$ cat src/rtl/counter_ctl_if.sv
// counter_ctl_if: command/status bundle between a controlling FSM and counter_ctl.
//   master modport (FSM side):     drives cmd_i, mode_i, vmax_i, load_i;
//                                  observes count_o, flag_o, zero_o, bound_o.
//   slave modport  (counter side): the reverse.
// Signal names keep the counter's point of view, so the _i/_o suffixes read
// as seen from the counter on both modports.
interface counter_ctl_if #(
  parameter int unsigned Width = 4
);
  logic [2:0]       cmd_i;    // command code, applied on every edge
  logic             mode_i;   // 0 = wrap, 1 = saturate at both bounds
  logic [Width-1:0] vmax_i;   // terminal (upper bound) value
  logic [Width-1:0] load_i;   // value loaded by the load command
  logic [Width-1:0] count_o;  // registered count
  logic             flag_o;   // count_o == vmax_i
  logic             zero_o;   // count_o == 0
  logic             bound_o;  // one-cycle pulse after a bound event

  modport master (
    output cmd_i, mode_i, vmax_i, load_i,
    input  count_o, flag_o, zero_o, bound_o
  );

  modport slave (
    input  cmd_i, mode_i, vmax_i, load_i,
    output count_o, flag_o, zero_o, bound_o
  );
endinterface

$ cat src/rtl/counter_ctl.sv
// counter_ctl: up/down event counter with command-coded control, programmable
// terminal value and selectable wrap/saturate behaviour at both bounds.
// Ports:
//   clk_i  - system clock, all state updates on the rising edge
//   rst_i  - synchronous active-high reset, overrides any command
//   bus    - counter_ctl_if slave modport: cmd_i, mode_i, vmax_i, load_i in;
//            count_o (registered), flag_o/zero_o (combinational),
//            bound_o (registered pulse) out
module counter_ctl #(
  parameter int unsigned Width = 4
) (
  input logic          clk_i,
  input logic          rst_i,
  counter_ctl_if.slave bus
);

  typedef enum logic [2:0] {
    CmdHold    = 3'b000,
    CmdClear   = 3'b001,
    CmdInc     = 3'b010,
    CmdDec     = 3'b011,
    CmdLoad    = 3'b100,
    CmdLoadMax = 3'b101
  } cmd_e;

  logic [Width-1:0] count_q, count_d;
  logic             bound_q, bound_d;

  always_comb begin
    count_d = count_q;
    bound_d = 1'b0;
    case (bus.cmd_i)
      CmdClear: count_d = '0;
      CmdInc: begin
        // A count above vmax_i is treated as at the bound, so +1 never overflows.
        if (count_q < bus.vmax_i) begin
          count_d = count_q + Width'(1);
        end else begin
          bound_d = 1'b1;
          count_d = bus.mode_i ? bus.vmax_i : '0;
        end
      end
      CmdDec: begin
        // Counts above vmax_i still step down normally.
        if (count_q != '0) begin
          count_d = count_q - Width'(1);
        end else begin
          bound_d = 1'b1;
          count_d = bus.mode_i ? '0 : bus.vmax_i;
        end
      end
      CmdLoad:    count_d = bus.load_i;
      CmdLoadMax: count_d = bus.vmax_i;
      default:    ;  // hold and reserved codes
    endcase
  end

  always_ff @(posedge clk_i) begin
    if (rst_i) begin
      count_q <= '0;
      bound_q <= 1'b0;
    end else begin
      count_q <= count_d;
      bound_q <= bound_d;
    end
  end

  assign bus.count_o = count_q;
  assign bus.bound_o = bound_q;
  assign bus.flag_o  = (count_q == bus.vmax_i);
  assign bus.zero_o  = (count_q == '0);

endmodule
$ cat src/flat_wrapper.sv
// flat-port wrapper written by rule: the top's interface ports become plain ports
module counter_ctl_flat 
#(
  parameter int unsigned Width = 4
)
  (clk_i, rst_i, bus_cmd_i, bus_mode_i, bus_vmax_i, bus_load_i, bus_count_o, bus_flag_o, bus_zero_o, bus_bound_o);
  counter_ctl_if #(.Width(Width)) bus_i ();
  input logic clk_i;
  input logic rst_i;
  input wire logic [$bits(bus_i.cmd_i)-1:0] bus_cmd_i;
  input wire logic [$bits(bus_i.mode_i)-1:0] bus_mode_i;
  input wire logic [$bits(bus_i.vmax_i)-1:0] bus_vmax_i;
  input wire logic [$bits(bus_i.load_i)-1:0] bus_load_i;
  output wire logic [$bits(bus_i.count_o)-1:0] bus_count_o;
  output wire logic [$bits(bus_i.flag_o)-1:0] bus_flag_o;
  output wire logic [$bits(bus_i.zero_o)-1:0] bus_zero_o;
  output wire logic [$bits(bus_i.bound_o)-1:0] bus_bound_o;
  assign bus_i.cmd_i = bus_cmd_i;
  assign bus_i.mode_i = bus_mode_i;
  assign bus_i.vmax_i = bus_vmax_i;
  assign bus_i.load_i = bus_load_i;
  assign bus_count_o = bus_i.count_o;
  assign bus_flag_o = bus_i.flag_o;
  assign bus_zero_o = bus_i.zero_o;
  assign bus_bound_o = bus_i.bound_o;
  counter_ctl #(.Width(Width)) u_core (.clk_i(clk_i), .rst_i(rst_i), .bus(bus_i));
endmodule
$ cat config.mk
export PLATFORM = sky130hd
export DESIGN_NAME = counter_ctl_flat
export DESIGN_NICKNAME = d
export VERILOG_FILES = /design/src/rtl/counter_ctl_if.sv /design/src/rtl/counter_ctl.sv /design/src/flat_wrapper.sv
export SDC_FILE = /design/constraint.sdc
export NUM_CORES = 1
export LEC_CHECK = 0
export BUFFER_PORTS_ARGS = -buffer_cell sky130_fd_sc_hd__buf_2
export CORE_MARGIN = 10
export CORE_UTILIZATION = 49
export DETAILED_ROUTE_END_ITERATION = 10
export PLACE_DENSITY_LB_ADDON = 0.25
export SLEW_MARGIN = 20
export SYNTH_ARGS = -nofsm -noshare
export SYNTH_HDL_FRONTEND = slang
export SYNTH_SLANG_ARGS = --single-unit
$ cat constraint.sdc
create_clock -name clk_i -period 2 [get_ports clk_i]
set_input_delay 0.1 -clock clk_i [delete_from_list [all_inputs] [get_ports clk_i]]
set_output_delay 0.1 -clock clk_i [all_outputs]
set_load 0.05 [all_outputs]
==> summary.md <==
| Metric | Value |
|---|---|
| RSZ-0062 raised after global routing | `false` |
| Port buffer count | `20` |
| Htree depth | `1` |
| Residual DRC | `0` |
| Setup Fix Bufs, Post-CTS | `0` |
| Die Span Y | `roughly 57 um` |
| Max_cap viols | `0` |
| Yosys Warn Count | `0` |
| Clock root buffer | `clkbuf_4` |
| Design area | `between 800 and 900 um2` |
| Relative slew slack | `around 76%` |
| Fin crit share | `between 80% and 90%` |
| Routed vias | `a little over 800` |
| Area contributors post-synth | `dfxtp_1 15%, ha_1 13%, mux2i_1 4.4%` |
| Die X | `about 57 um` |
| Pwr per Cell Area | `515.3 mW/mm2` |
| Static leakage | `0.4019 nW` |
| CTS max path bufs | `2` |
| Core area | `0.001301 mm2` |
| Total global-route track usage | `around 13%` |
| Fin nets | `about 130` |
| Die ar. | `between 0.003 and 0.004 mm2` |
| Critical Path End Type | `flop` |
| Final WL | `a little over 2000 um` |
| Crit path launch type | `flop` |
| Cells after Synth | `88` |
| Clk pin slew, worst setup/hold paths | `0.05 ns` |
| Synthesis-to-layout area growth | `24.54%` |
| Setup Crit Path Kind | `flop to flop` |
| Top-area cell type share of the netlist area | `roughly 15%` |
| Initial antenna violation count | `0` |
| Row cnt | `13` |
| Slew @ Worst Pin | `around 0.36 ns` |
| Total CTS buffers | `3` |
| Post-CTS sizing | `0` |
| Aggregate global routing overflow | `0` |
| Antenna diodes | `0` |
| DR WL/cell | `~17 um` |
| Synthesized Nets | `between 100 and 150` |
| Starting Density | `around 52%` |
| Share of layout cells above drive strength 1 | `a little under a third` |
| Syn Area/Cell | `between 7 and 8 um2` |
| Core Util, Final | `about two thirds` |
| Worst EP arrival | `1.91 ns` |
| Detailed placement HPWL | `between 1500 and 2000 um` |
| Total power | `~0.44 mW` |
| Clock skew | `about 0.0075 ns` |
| ANT nets after route | `0` |
| Max-slew violation count | `0` |
| Seq/Total Area, Yosys | `between 10% and 20%` |
| Library cells used by synthesis | `39` |
| FF+latch count, synth | `5` |
| Hold Fails Final Rpt | `0` |
| Worst Slack Setup Final | `around 0.24 ns` |
| Setup TNS | `0 ns` |
| DR iter-0 viols | `59` |
| Synthesized cell area | `between 600 and 700 um2` |
| Leading area contributor after synthesis | `dfxtp_1` |
| Fillers | `between 100 and 150` |
| Setup violations, final | `0` |
| CTS Hold Buffers Added | `0` |
| Pin count of the biggest net entering global routing | `12` |
| Mean number of vias per cell | `6.544` |
| Minimum clock period | `between 1.5 and 2 ns` |
| Clk Latency, worst-skew pair | `roughly 0.25 ns` |
| Peak supply drop | `roughly 270 uV` |
| Dpl ws | `between 0.2 and 0.3 ns` |
| Number of iterations in the first detailed-routing pass | `4` |
| CTS tree | `built` |
| Clk sink count | `5` |
| Max Freq | `roughly 0.57 GHz` |
| IO Pins | `21` |
| Data required, critical path | `~2.1 ns` |
| Crit Path Max Fanout | `9` |
| Placer Congestion | `roughly 0.92` |
| First-pass GRT wire length | `roughly 3600 um` |
| Worst min path class | `input port to flop` |
| Post-DP Area | `a little over 800 um2` |
| Status | `finished, final reports clean` |
| Vias in the first global route | `820` |
[flip-flops by register name (all words and copies together) (netlist names)]
signal,flops
u_core.bus.bound_o,1
u_core.bus.count_o,4
[cell usage in the layout (no fill, tap or decap), types with 2 or more instances in the layout]
master,netlist,layout
nand2b_1,2,2
nand4_1,4,4
nand2_1,6,6
a22oi_1,3,3
o31ai_1,2,2
o21a_1,2,2
mux2i_1,3,3
a31oi_1,3,3
buf_2,1,20
nor3_1,2,2
clkbuf_4,0,3
a311oi_1,2,2
xor2_1,2,2
dfxtp_1,5,3
buf_4,0,2
inv_1,8,7
a21oi_1,4,4
nor2_1,4,4
ha_1,7,6
a21o_1,3,3
nor2b_1,2,2
nand3_1,2,2
[synth_stat cells (all sizes together)]
| cell type | n |
|---|---|
| nor4 | 1 |
| dfxtp | 5 |
| and4 | 1 |
| nor2 | 4 |
| inv | 8 |
| buf | 1 |
| nor3b | 2 |
| mux2 | 1 |
| nand2 | 6 |
| nor3 | 2 |
| o31ai | 2 |
| a31o | 1 |
| a21boi | 1 |
| a22oi | 3 |
| nand4 | 4 |
| a31oi | 3 |
| a32oi | 1 |
| nor4bb | 1 |
| xor2 | 2 |
| mux2i | 3 |
| o2bb2ai | 1 |
| clkbuf | 3 |
| or3b | 1 |
| a311oi | 2 |
| a221o | 1 |
| ha | 7 |
| o311a | 1 |
| o21a | 2 |
| nand3 | 3 |
| nand2b | 2 |
| and3 | 1 |
| o31a | 1 |
| nor2b | 2 |
| a21o | 3 |
| o311ai | 1 |
| a21oi | 4 |
| o211ai | 1 |
[final cells by class]
type	count	area (um2)	area share [%]
well taps	15	18.77	2.206
clock buffers	4	26.28	3.088
multi-input cells	71	555.5	65.29
inverters	8	30.03	3.529
repair buffers	22	115.1	13.53
flip-flops and latches	5	105.1	12.35
[worst max-delay path: stages, from the launching register on]
cell,delay [ns]
dfxtp_2,0.42
ha_1,0.26
nor2b_1,0.13
o211ai_1,0.23
nand2_1,0.21
mux2i_1,0.17
a31o_1,0.23
[metrics by stage]
stage,instances,hold slack [ns]
2_1_floorplan,88,0.1624
3_3_place_gp,121,0.3285
3_5_place_dp,121,0.3293
4_1_cts,125,0.07039
5_1_grt,125,0.08096
6_report,125,0.08323
[logic make-up (layout without fill, tap and decap cells)]
group	after synthesis	in the layout	share of synthesized area (%)
AND/OR/NAND/NOR	30	30	26.37
multiplexers	4	4	6.044
buffers and inverters	12	34	6.776
adder cells (fa/ha/maj)	7	7	12.82
flip-flops	5	5	14.65
XOR/XNOR	2	2	2.565
AO/OA/AOI/OAI	28	28	30.77
[metal layers]
layer | track usage (%) | up-vias | wire (um)
li1 | - | 384 | -
met1 | 15.48 | 363 | 801
met2 | 19.63 | 63 | 963
met3 | 5.310 | 8 | 260
met4 | 6.040 | 0 | 39
met5 | 0 | - | 0
[path summary, 6_finish.rpt]
kind / from / end / slack (ns) / cells after the start
max: u_core.bus.count_o[1] / u_core.bus.count_o[3] / 0.24 / 6
max reg2reg: u_core.bus.count_o[1] / u_core.bus.count_o[3] / 0.24 / 6
min: rst_i / u_core.bus.count_o[0] / 0.08 / 2
min reg2reg: u_core.bus.count_o[1] / u_core.bus.count_o[1] / 0.68 / 3
[where the power goes]
group | total, mW | switching, mW | internal, mW
combinational | 0.198 | 0.123 | 0.0748
sequential | 0.115 | 0.0100 | 0.105
clock | 0.126 | 0.0499 | 0.0760
total | 0.438 | 0.183 | 0.256
Note: power is estimated with default switching activity, not from simulation.
